$ cat src/rtl/branch_predictor_2bc_pkg.sv
// Shared constants for the 2-bit-counter branch predictor: counter encodings,
// FSM state codes and indexing-mode selectors.
package branch_predictor_2bc_pkg;

   localparam logic [1:0] SNT = 2'b00;
   localparam logic [1:0] WNT = 2'b01;
   localparam logic [1:0] WT  = 2'b10;
   localparam logic [1:0] ST  = 2'b11;

   localparam logic [0:0] INIT = 1'b0;
   localparam logic [0:0] RUN  = 1'b1;

   localparam int MODE_BIMODAL = 0;
   localparam int MODE_GSHARE  = 1;

endpackage

$ cat src/rtl/branch_predictor_2bc_sat_counter2.sv
// Combinational next-value function for a 2-bit saturating counter.
module sat_counter2
   import branch_predictor_2bc_pkg::*;
(
   input  logic [1:0] count,
   input  logic       taken,
   output logic [1:0] count_nxt
);

   always_comb begin
      count_nxt = count;
      if (taken) begin
         if (count != ST)
            count_nxt = count + 2'd1;
      end else begin
         if (count != SNT)
            count_nxt = count - 2'd1;
      end
   end

endmodule

$ cat src/rtl/branch_predictor_2bc.sv
// Pattern history table of 2-bit saturating counters with bimodal or gshare
// indexing, initialised by a hardware sweep after reset or flush.
module branch_predictor_2bc
   import branch_predictor_2bc_pkg::*;
#(
   parameter int         IDX_W    = 4,
   parameter int         HIST_W   = 4,
   parameter int         MODE     = MODE_BIMODAL,
   parameter logic [1:0] INIT_VAL = WT
) (
   input  logic             Clock,
   input  logic             Reset,
   input  logic             Flush,
   input  logic [IDX_W-1:0] LookupPC,
   output logic             Prediction,
   output logic [IDX_W-1:0] LookupIdx,
   input  logic             En,
   input  logic [IDX_W-1:0] UpdateIdx,
   input  logic             UpdateTaken,
   output logic             Ready
);

   localparam int DEPTH = 2 ** IDX_W;

   logic [0:0]        state;
   logic [IDX_W-1:0]  sweep;
   logic [HIST_W-1:0] ghr;
   logic [1:0]        pht [DEPTH];
   logic [1:0]        cnt_nxt;
   logic              do_upd;

   assign Ready  = (state == RUN);
   assign do_upd = Ready && En && !Flush;

   // Gshare folds the zero-extended history into the low index bits.
   assign LookupIdx  = (MODE == MODE_GSHARE) ? (LookupPC ^ IDX_W'(ghr)) : LookupPC;
   assign Prediction = Ready ? pht[LookupIdx][1] : 1'b1;

   sat_counter2 u_sat (
      .count     (pht[UpdateIdx]),
      .taken     (UpdateTaken),
      .count_nxt (cnt_nxt)
   );

   // Table storage carries no reset; the sweep owns initialisation.
   always_ff @(posedge Clock) begin
      if (state == INIT)
         pht[sweep] <= INIT_VAL;
      else if (do_upd)
         pht[UpdateIdx] <= cnt_nxt;
   end

   always_ff @(posedge Clock or negedge Reset) begin
      if (!Reset) begin
         state <= INIT;
         sweep <= '0;
         ghr   <= '0;
      end else if (Flush) begin
         state <= INIT;
         sweep <= '0;
         ghr   <= '0;
      end else if (state == INIT) begin
         sweep <= sweep + 1'b1;
         if (sweep == {IDX_W{1'b1}})
            state <= RUN;
      end else if (En && MODE == MODE_GSHARE) begin
         // Truncating cast drops the oldest bit; also correct for HIST_W = 1.
         ghr <= HIST_W'({ghr, UpdateTaken});
      end
   end

endmodule

$ cat config.mk
export PLATFORM = sky130hd
export DESIGN_NAME = branch_predictor_2bc
export DESIGN_NICKNAME = d
export VERILOG_FILES = /design/src/rtl/branch_predictor_2bc_pkg.sv /design/src/rtl/branch_predictor_2bc_sat_counter2.sv /design/src/rtl/branch_predictor_2bc.sv
export SDC_FILE = /design/constraint.sdc
export NUM_CORES = 1
export LEC_CHECK = 0
export CORE_MARGIN = 4
export CORE_UTILIZATION = 50
export CTS_CLUSTER_DIAMETER = 30
export CTS_CLUSTER_SIZE = 28
export DETAILED_ROUTE_END_ITERATION = 8
export GPL_TIMING_DRIVEN = 1
export PLACE_DENSITY = 0.74
export SYNTH_ARGS = -nofsm -noshare
export SYNTH_HDL_FRONTEND = slang
export SYNTH_SLANG_ARGS = --single-unit
export TNS_END_PERCENT = 20
$ cat constraint.sdc
create_clock -name Clock -period 2.05 [get_ports Clock]
set_input_delay 0.3075 -clock Clock [delete_from_list [all_inputs] [get_ports Clock]]
set_output_delay 0.3075 -clock Clock [all_outputs]
set_load 0.02 [all_outputs]
==> flow_summary.ini <==
[floorplanning]
fp.dieW_um = 68.8
initial_core_util_pct = 53.7
die_area_um2 = 4740
die_h_um = 68.8
core.rowCount = 21
num_io_pins = 19
core_um2 = 3440

[routing]
drt_iter0_drc = 124
dr.pass1.iters = 5
drc = 0
wire_per_inst_um = 20.2
viasPerCell = 5.94
postRouteAntennaNets = 0
vias = 1349
wirelength_um = 4590

[global_routing]
grt_use_total_pct = 22.4
antenna_found_initial = 0
grt_overflow_total = 0
grt_max_degree = 13
grt_pass1_vias = 1392
grt_pass1_wl_um = 7200

[timing]
slew_viol_final = 0
finalSetupTns_ns = -0.0624
finalSetupViolCount = 1
fin_crit_ns = 2.11
maxSlewHeadroom_pct = 71.4
fin_crit_sh_pct = 103
setup_ws_ns = -0.0624
skew_ns = 0.00697
fmax_mhz = 473
worst_pin_slew_ns = 0.428
rsz0062_at_grt = yes
hold_viol = 0

[synthesis]
yosysWarnings = 0
ys_seq_elements = 37
synthMuxAreaShare_pct = 17.1
synth_cell_type_count = 31
synth-simple-area-share_pct = 13.3
synth_xor_area_share_pct = 1.42
syn_avg_cell_area_um2 = 13.7
synth_top_area_cell = edfxtp_1
ys_seq_area_share_pct = 58.7
synthTopCellsByArea = edfxtp_1 (52%), mux4_2 (9.7%), dfrtp_1 (6.8%), mux4_1 (5.7%), nor2_1 (5.5%)
syn_nets = 149
synth_top_family_by_area = multiplexers
synthAdderAreaFrac_pct = 0.677
syn_area_um2 = 1850
yosysTopAreaCellShare_pct = 52.0
synth_compound_area_share_pct = 5.48
synth_cells = 135

[placed_design]
place_hpwl_um = 3050
portBuffers = 18
placed_cells = 214
place.gp.congestion = 0.873
place_area_um2 = 2210

[cells_and_area]
drive_gt1_share_pct = 30.9
postLayoutCoreUtil_pct = 69.8
layout.cells.non_filler = 227
final_common_cell = edfxtp_1
area_delta_synth_final_pct = 30.0
design_area_um2 = 2400
nets = 194
final_cell_mix = edfxtp_1 (32), nor2_1 (27), buf_4 (25)
diodes = 0

[pwr]
fin_total_pwr_w = 0.00165
leakagePower_nw = 0.896
ir_drop_uv = 378
powerDensity_nw_per_um2 = 688

[setup_path]
crit_type = flop to output port
cp_data_required_time_ns = 1.74
crit_path_end_kind = output port
critPathMaxFanout = 2
crit_arrival_ns = 1.80
worstSetupStartpointType = flop

[run_status]
violations = negative setup slack
outcome = finished, violations left

[min_path]
min_path_type = input pin to asynchronous set/reset pin

[clock_network]
cts.sinks = 37
cts_tree = yes
path_clk_slew_ns = 0.07
clock-root-buffer = clkbuf_8
htree_levels = 2
cts_buffer_depth = 2
ctsHoldBuffers = 0
cts_made_buffers = 5
clk_latency_ns = 0.30

[flow_run]
cap_violations = 0
-- final timing paths --
path                            start  slack [ns]  depth (start not counted)         end
max reg2reg                pht[13][1]        0.07                          6  pht[13][1]
min                             Reset        0.23                          1    sweep[1]
min in group Clock           sweep[1]        0.65                          2    sweep[1]
min reg2reg                  sweep[1]        0.65                          2    sweep[1]
max in group asynchronous       Reset        1.63                          1       Ready
max                         pht[7][1]       -0.06                          5  Prediction
-- metal layers --
layer | track usage [%] | share of wire [%] | up-vias
met2 | 36.8 | 51 | 78
met3 | 7.78 | 7.9 | 27
met4 | 12.4 | 3.9 | 0
li1 | - | - | 609
met5 | 0 | 0 | -
met1 | 25.6 | 37 | 635
-- state kept, by name (all words and copies together) (netlist names) --
name,flops
sweep,4
Ready,1
pht,32
-- critical path: stages (launching register included) --
cell and delay [ns]:
edfxtp_1 0.40, mux4_2 0.49, mux2_4 0.28, o21ai_1 0.12
nand2_1 0.08, buf_6 0.14
-- power breakdown --
| part | internal [W] | switching, W | total (W) |
|---|---|---|---|
| sequential | 0.000823 | 0.0000106 | 0.000834 |
| combinational | 0.000102 | 0.000101 | 0.000203 |
| clock | 0.000358 | 0.000258 | 0.000615 |
-- synthesized netlist by cell type (all sizes together) --
library cell and number:
buf 6, mux2 1, nor2 27, mux2i 2, a21oi 4, nor3 3
inv 2, edfxtp 32, a22oi 1, nand4 1, and4 1, clkbuf 2
mux4 12, a32oi 2, nand2 8, xnor2 1, nand2b 2, ha 1
nand3 4, o21ai 4, nor3b 2, nor2b 4, xor2 2, or2 1
dfrtp 5, a31oi 5
-- cell type report --
class                   instances  area, µm²
fillers                       226       1040
well taps                      46       57.6
multi-input cells              88        736
flip-flops and latches         37       1090
inverters                       2       7.51
repair buffers                 46        407
clock inverters                 3       41.3
clock buffers                   5       68.8
-- stage by stage --
step | worst slack, ns | hold slack, ns
floorplan | 0.182 | 0.0119
global placement | -0.682 | 0.541
CTS | -0.0346 | 0.232
detailed placement | -0.790 | 0.547
finish | -0.0624 | 0.234
global route | -0.122 | 0.241
-- cells by family after synthesis --
family          count (synthesis)
compound gates                 16
xor+xnor                        3
buf+inv                        10
flops                          37
simple gates                   53
fa+ha+maj                       1
mux                            15
-- repair_timing --
action                     in CTS  in global routing
setup buffers                   4                  0
cloned                          1                  0
pin swaps                       4                  4
gates resized for setup        18                  7
setup endpoints to repair      33                 33
No activity file was read; power rests on OpenSTA's default activity.
